## config.mk

```make
export PLATFORM = sky130hd
export DESIGN_NAME = float8_pack_unpack
export DESIGN_NICKNAME = d
export VERILOG_FILES = /design/src/rtl/float8_pack_unpack.sv
export SDC_FILE = /design/constraint.sdc
export NUM_CORES = 1
export LEC_CHECK = 0
export CORE_MARGIN = 3
export CORE_UTILIZATION = 30
export DETAILED_ROUTE_END_ITERATION = 12
export PLACE_DENSITY = 0.55
export SLEW_MARGIN = 0
export SYNTH_ARGS = -nofsm -noshare
export SYNTH_HDL_FRONTEND = slang
export SYNTH_SLANG_ARGS = --single-unit
```

## constraint.sdc

```tcl
create_clock -name clk -period 8.3 [get_ports clk]
set_input_delay 0.83 -clock clk [delete_from_list [all_inputs] [get_ports clk]]
set_output_delay 0.83 -clock clk [all_outputs]
set_load 0.02 [all_outputs]
```

## src/rtl/float8_pack_unpack.sv

```systemverilog
// rtl/float8_pack_unpack.sv - registered FP32->FP8 (RNE, saturating) and FP8->FP32 converters
module float8_pack_unpack #(
   parameter int E  = 4,
   parameter int M  = 3,
   parameter bit FN = 1'b1
) (
   input  logic        clk,
   input  logic        rst,
   input  logic [31:0] f32_i,
   output logic [7:0]  fp8_o,
   output logic        sat_o,
   input  logic [7:0]  fp8_in,
   output logic [31:0] f32_out
);
   localparam int BIAS     = (1 << (E - 1)) - 1;
   localparam int MAX_CODE = FN ? (1 << (E + M)) - 2 : (((1 << E) - 1) << M) - 1;
   localparam logic [6:0]   MAX_BITS = 7'(MAX_CODE);
   localparam logic [6:0]   NAN_BITS = 7'h7F;
   localparam logic [6:0]   INF_BITS = 7'(((1 << E) - 1) << M);
   localparam logic [E-1:0] EXP_ONES = '1;
   localparam logic [M-1:0] MAN_ONES = '1;
   localparam logic [22-M:0] ZPAD    = '0;

   logic              p_sign;
   logic [7:0]        p_exp;
   logic [22:0]       p_man;
   logic signed [9:0] biased;
   logic [4:0]        shift;
   logic [55:0]       aligned;
   logic [M:0]        kept;
   logic              guard;
   logic              sticky;
   logic              round_up;
   logic [15:0]       code_unr;
   logic [15:0]       code_rnd;
   logic [6:0]        pack_mag;
   logic              pack_sat;

   assign p_sign = f32_i[31];
   assign p_exp  = f32_i[30:23];
   assign p_man  = f32_i[22:0];

   // Normal and subnormal targets share one aligner: subnormals shift further right,
   // and a rounding carry naturally walks into the exponent field.
   always_comb begin
      biased = $signed({2'b00, p_exp}) - 10'sd127 + 10'(BIAS);
      if (biased >= 10'sd1)
         shift = 5'd0;
      else if (biased < -10'sd29)
         shift = 5'd31;
      else
         shift = 5'(10'sd1 - biased);
      aligned  = {1'b1, p_man, 32'd0} >> shift;
      kept     = aligned[55 -: M + 1];
      guard    = aligned[54 - M];
      sticky   = |aligned[53 - M:0];
      round_up = guard & (sticky | kept[0]);
      code_unr = (biased >= 10'sd1) ? (16'(biased - 1) << M) + 16'(kept) : 16'(kept);
      code_rnd = code_unr + 16'(round_up);

      pack_mag = 7'd0;
      pack_sat = 1'b0;
      if (p_exp == 8'hFF) begin
         if (p_man != 23'd0) begin
            pack_mag = NAN_BITS;
         end else begin
            pack_mag = FN ? MAX_BITS : INF_BITS;
            pack_sat = 1'b1;
         end
      end else if (p_exp != 8'h00) begin
         if (code_rnd > 16'(MAX_CODE)) begin
            pack_mag = MAX_BITS;
            pack_sat = 1'b1;
         end else begin
            pack_mag = code_rnd[6:0];
         end
      end
   end

   logic          u_sign;
   logic [E-1:0]  u_exp;
   logic [M-1:0]  u_man;
   int            lead;
   logic [M-1:0]  u_norm;
   logic [31:0]   unpack_res;

   assign u_sign = fp8_in[7];
   assign u_exp  = fp8_in[6:M];
   assign u_man  = fp8_in[M-1:0];

   always_comb begin
      lead = 0;
      for (int i = 0; i < M; i++)
         if (u_man[i]) lead = i;
      // Shifting out the leading one leaves the fraction left-aligned.
      u_norm = u_man << (M - lead);

      unpack_res = {u_sign, 31'd0};
      if (u_exp == EXP_ONES && (FN ? (u_man == MAN_ONES) : (u_man != '0)))
         unpack_res = {u_sign, 31'h7FC00000};
      else if (!FN && u_exp == EXP_ONES)
         unpack_res = {u_sign, 8'hFF, 23'd0};
      else if (u_exp == '0) begin
         if (u_man != '0)
            unpack_res = {u_sign, 8'(128 - BIAS - (M - lead)), u_norm, ZPAD};
      end else
         unpack_res = {u_sign, 8'(int'(u_exp) - BIAS + 127), u_man, ZPAD};
   end

   always_ff @(posedge clk) begin
      if (rst) begin
         fp8_o   <= 8'd0;
         sat_o   <= 1'b0;
         f32_out <= 32'd0;
      end else begin
         fp8_o   <= {p_sign, pack_mag};
         sat_o   <= pack_sat;
         f32_out <= unpack_res;
      end
   end
endmodule

```

# --- Yosys cells after proc, flatten, opt, wreduce, memory -nomap -nowiden ---
# Index checks and enable logic that the tools add are counted.
# Widths: inputs -> output; s select.
classes:
  bitwise_logic: 3
  n_addsub: 10
  n_reduce_logical: 8
  eq_ne: 3
  mux: 16
  order_cmp: 3
  shift: 2
op_table:
  columns: ["cell", "count"]
  rows:
  - ["$mux 31", 3]
  - ["$shr 56x5->56", 1]
  - ["$reduce_or 51->1", 1]
  - ["$mux 32", 1]
  - ["$shl 3x32->3", 1]
  - ["$sub 3x32->32 const A", 1]
  - ["$reduce_bool 23->1", 1]
  - ["$mux 7", 3]
  - ["$add 16x1->16", 1]
  - ["$gt 16x7->1 const B", 1]
  - ["$mux 16", 1]
  - ["$add 14x5->15", 1]
  - ["$sub 10x2->11 const B", 1]
  - ["$add 9x4->10 const B", 1]
  - ["$ge 10x2->1 const B", 1]
  - ["$lt 10x6->1 const B", 1]
  - ["$mux 5", 2]
  - ["$sub 8x7->9 const B", 1]
  - ["$add 5x8->8 const B", 1]
  - ["$eq 8x8->1 const B", 1]
  - ["$reduce_bool 8->1", 1]
  - ["$sub 8x8->8 const A", 1]
  - ["$mux 1", 6]
  - ["$sub 2x5->5 const A", 1]
  - ["other kinds (11)", 11]
totals:
  reg_bits: 41
  output_inout_bits: 41
  wordCells: 50
  inputBits: 42

# --- Depth between registers and ports, before layout ---
logic_depth:
  word_depth: 14
  ltp_mapped: 30
  ltp_nobuf: 26

# --- Worst setup path after synthesis ---
# Ideal clock, no wire load.
synth_path:
  path_type: "input to register"
  from: "input f32_i[23]"
  to: "register fp8_o[2]"
  setup_ns: 0.115
  slack_ns: 2.257
  path_buffers: 3
  arrival_ns: 5.929
  required_ns: 8.185
  path_stages: 29
  cell_sequence: "buf_2 inv_2 ha_1 buf_2 nand2b_1 buf_2 nand2_1 inv_2 ha_1 xor2_1 inv_1 a211o_1 a21oi_1 nand4_1 a211oi_1 o211ai_1 nor2_1 ha_1 ha_1 inv_1 or2_2 xnor2_1 o22ai_1 xnor2_1 nand3_1 mux2_2 a2111oi_4 o21ai_2 o21a_1"
synth_between:
  elab_chain_len: 14
  elab_cells_between_ends: 21
  cone_classes: "add/sub: 6; order compare: 3; eq/ne: 1; shift: 1; mux: 6; bitwise: 2; reduce/logical: 2"
synth_rtl:
  columns: ["item", "line_no", "text"]
  rows:
  - ["start, declared", "9", "input logic [31:0] f32_i,"]
  - ["branches (longest 13 deep; another with $add 16x1->16)", null, null]
  - ["$mux 7 *", "63", "if (p_exp == 8'hFF) begin"]
  - ["end signal, assigned", "116", "fp8_o <= {p_sign, pack_mag};"]
  - ["end, declared", "10", "output logic [7:0] fp8_o,"]
# Every way passes the cells marked *.
# A chain may end at the register's enable or synchronous reset.

# --- Worst setup path in the final report ---
layout_path:
  from: "input f32_i[23]"
  to: "register fp8_o[1]"
# The elaborated chain is that of the path after synthesis.

==> impl_metrics.csv <==
group,metric,value,unit
clock_network,cts_tree,"yes",
synth,synth_top_cell_area_share,10.2,%
global_routing,grt_pass1_wl,23900,um
routing,vias,4749,
global_routing,antenna_found_initial,0,
routing,ant_nets,0,
min_path,whs_endpoint,"f32_out[31]$_SDFF_PP0_",
sta,max_slew_margin,31.6,%
setup_path,path_common_cell,"ha_1",
global_routing,grt_overflow,0,
power_and_ir_drop,power_density,121,nW/um2
sta,rsz0062_at_grt,"false",
cells_and_area,drive_gt1_share,8.35,%
setup_path,cpPeakStageDelay,0.59,ns
setup_path,critPathBufInv,6,
routing,drt_iter0_markers,486,
synth,async_reset_ff_share,0,%
cells_and_area,instances_no_fill,799,
setup_path,path_delay_family,"compound AO/OA/AOI/OAI gates",
sta,tightest_slew,1.01,ns
sta,finalCritPeriodShare,86.6,%
synth,ys_seq_elements,21,
clock_network,cts_setup_buffers,0,
min_path,holdCritStartpoint,"fp8_in[7]",
cells_and_area,layout_commonest_cell,"clkdlybuf4s50_1",
setup_path,required,8.44,ns
cells_and_area,final_cell_mix,"clkdlybuf4s50_1 (62), nor2_1 (56), nand2_1 (47), a21oi_1 (45), o21ai_0 (32)",
setup_path,criticalPathCategory,"input pin to flop",
synth,synth_top_area_cell,"dfxtp_1",
clock_network,cts_hold_buf,0,
routing,routed_wl,15000,um
place,gp_congestion,0.950,
floorplanning,coreArea,13300,um2
floorplanning,dieWidth,123,um
synth,ys_seq_area_share,10.2,%
global_routing,grt_usage,19.2,%
sta,finalHoldViolations,0,
synth,synthTopCellsByArea,"dfxtp_1 (10%), a21oi_1 (5.4%), nor2_1 (5.1%)",
setup_path,worst_setup_path_start_kind,"input pin",
setup_path,cp.arrival,7.33,ns
power_and_ir_drop,vdd_ir_drop_max,0.0638,mV
global_routing,grt_max_degree,27,
floorplanning,fp.dieH,123,um
setup_path,critPathCaptureType,"flop",
clock_network,numClockSinks,21,
sta,whs,1.13,ns
floorplanning,io_pins,83,
routing,wl_per_cell,18.7,um
power_and_ir_drop,leakagePower,1.79,nW
synth,synth_top_flop_cell,"dfxtp_1",
cells_and_area,area_delta_synth_final,18.1,%
setup_path,path_max_fanout,26,
synth,ys_warn_count,0,
sta,period_needed,7.19,ns
sta,timing.setup.tns,0,ns
cells_and_area,regArea,420,um2
min_path,whs_path_depth,2,
floorplanning,rows,42,
cells_and_area,layout.nets,675,
setup_path,crit_slowest_cell,"nor4_1",
place,hpwlAfterDp,11600,um
synth,syn_area,4140,um2
sta,setup_viol,0,
cells_and_area,fillers,1437,
power_and_ir_drop,finalPower,0.593,mW
place,io_buffers,62,
clock_network,clockBufferDepth,2,
clock_network,ctsRootBufferMaster,"clkbuf_16",
clock_network,clkSlewWorstSetupHoldPaths,0.05,ns
place,dpl.cell_count,795,
min_path,hold_class,"input pin to flop",
routing,drc,0,
floorplanning,die-area,15200,um2
floorplanning,start_util,31.0,%
routing,vias_per_cell,5.94,
cells_and_area,multiInputGateArea,3420,um2
synth,synthDistinctLibCells,92,
synth,synth-edff-count,0,
clock_network,cts_resized,0,
sta,fmax,139,MHz
clock_network,cts-htree-levels,1,
cells_and_area,diodes,0,
global_routing,grt_pass1_vias,4340,
run,max-cap-violations,0,
synth,synth.avg_cell_area,7.08,um2
outcome,status,"completed",
sta,drv_slew,0,
routing,drt_pass1_iterations,5,
clock_network,numCtsBuffers,3,
synth,syn-instance-count,584,
-- flip-flops by register name (all words and copies together), names as in the netlist --
name	count
fp8_o	8
sat_o	1
f32_out	12
-- power by group --
group	switching (mW)	total (mW)	internal, mW
Combinational	0.241	0.383	0.142
Clock	0.0335	0.0980	0.0645
Sequential	0.00214	0.112	0.110
-- through the flow --
stage | cell area [um2] | setup slack, ns | util, %
after global placement | 4800 | 1.29 | 36.0
after detailed placement | 4800 | 0.979 | 36.0
after floorplan | 4210 | 2.26 | -
after CTS | 4880 | 1.22 | 36.6
after global routing | 4880 | 0.495 | 36.6
final | 4880 | 1.11 | 36.6
-- synth_stat cells (4+ instances only) --
cell / instances
o31ai_1: 4
and4_1: 4
xor2_1: 12
buf_2: 15
ha_1: 9
a22oi_1: 4
mux2i_1: 12
clkbuf_1: 16
o21ai_0: 32
xnor2_1: 20
nor2_1: 56
inv_1: 12
nand2_1: 47
o22ai_1: 5
and2_1: 10
a21oi_1: 45
or3_1: 6
o211ai_1: 8
mux2_2: 5
a211oi_1: 10
nand4_1: 8
nand2b_1: 5
o21a_1: 9
buf_4: 21
nand3_1: 26
nor2b_1: 5
o21ai_1: 5
nor4_1: 13
a2111oi_0: 4
o22a_1: 4
nor3_1: 22
a21o_1: 4
and3_1: 8
dfxtp_1: 21
a31oi_1: 11
-- logic make-up after synthesis --
family	count (synthesis)	share of synthesized area (%)
DFF	21	10.2
AOI/OAI and AO/OA	197	34.7
other	1	0.0907
buffers and inverters	70	9.07
muxes	17	4.26
and+or+nand+nor	233	30.2
adders and majority gates	9	2.72
xor gates and xnor gates	36	8.77
-- how the worst max path moves through the flow --
stage | end | start | cells after the start | slack (ns)
4_1_cts | fp8_o[1]$_SDFF_PP0_ | f32_i[23] | 29 | 1.22
3_5_place_dp | fp8_o[1]$_SDFF_PP0_ | f32_i[23] | 29 | 0.98
5_1_grt | fp8_o[2]$_SDFF_PP0_ | f32_i[23] | 29 | 0.50
2_1_floorplan | fp8_o[2]$_SDFF_PP0_ | f32_i[23] | 29 | 2.26
3_3_place_gp | fp8_o[2]$_SDFF_PP0_ | f32_i[23] | 26 | 1.29
6_report | fp8_o[1]$_SDFF_PP0_ | f32_i[23] | 29 | 1.11
-- layer usage --
| layer | vias to the layer above | wire [um] | track usage [%] |
|---|---|---|---|
| li1 | 2253 | - | - |
| met1 | 2215 | 6910 | 28.8 |
| met2 | 258 | 6310 | 28.2 |
| met3 | 23 | 1510 | 4.16 |
| met4 | 0 | 227 | 3.18 |
| met5 | - | 0 | 0 |
-- area by class of cell --
| class | instances | share of cell area (%) |
|---|---|---|
| inverter | 14 | 1.08 |
| clock buffer | 3 | 1.54 |
| multi-input combinational | 512 | 69.9 |
| timing repair buffer | 72 | 14.2 |
| tap | 176 | 4.51 |
| clock inverter | 1 | 0.102 |
| sequential | 21 | 8.61 |
Note: power is estimated with default switching activity, not from simulation.
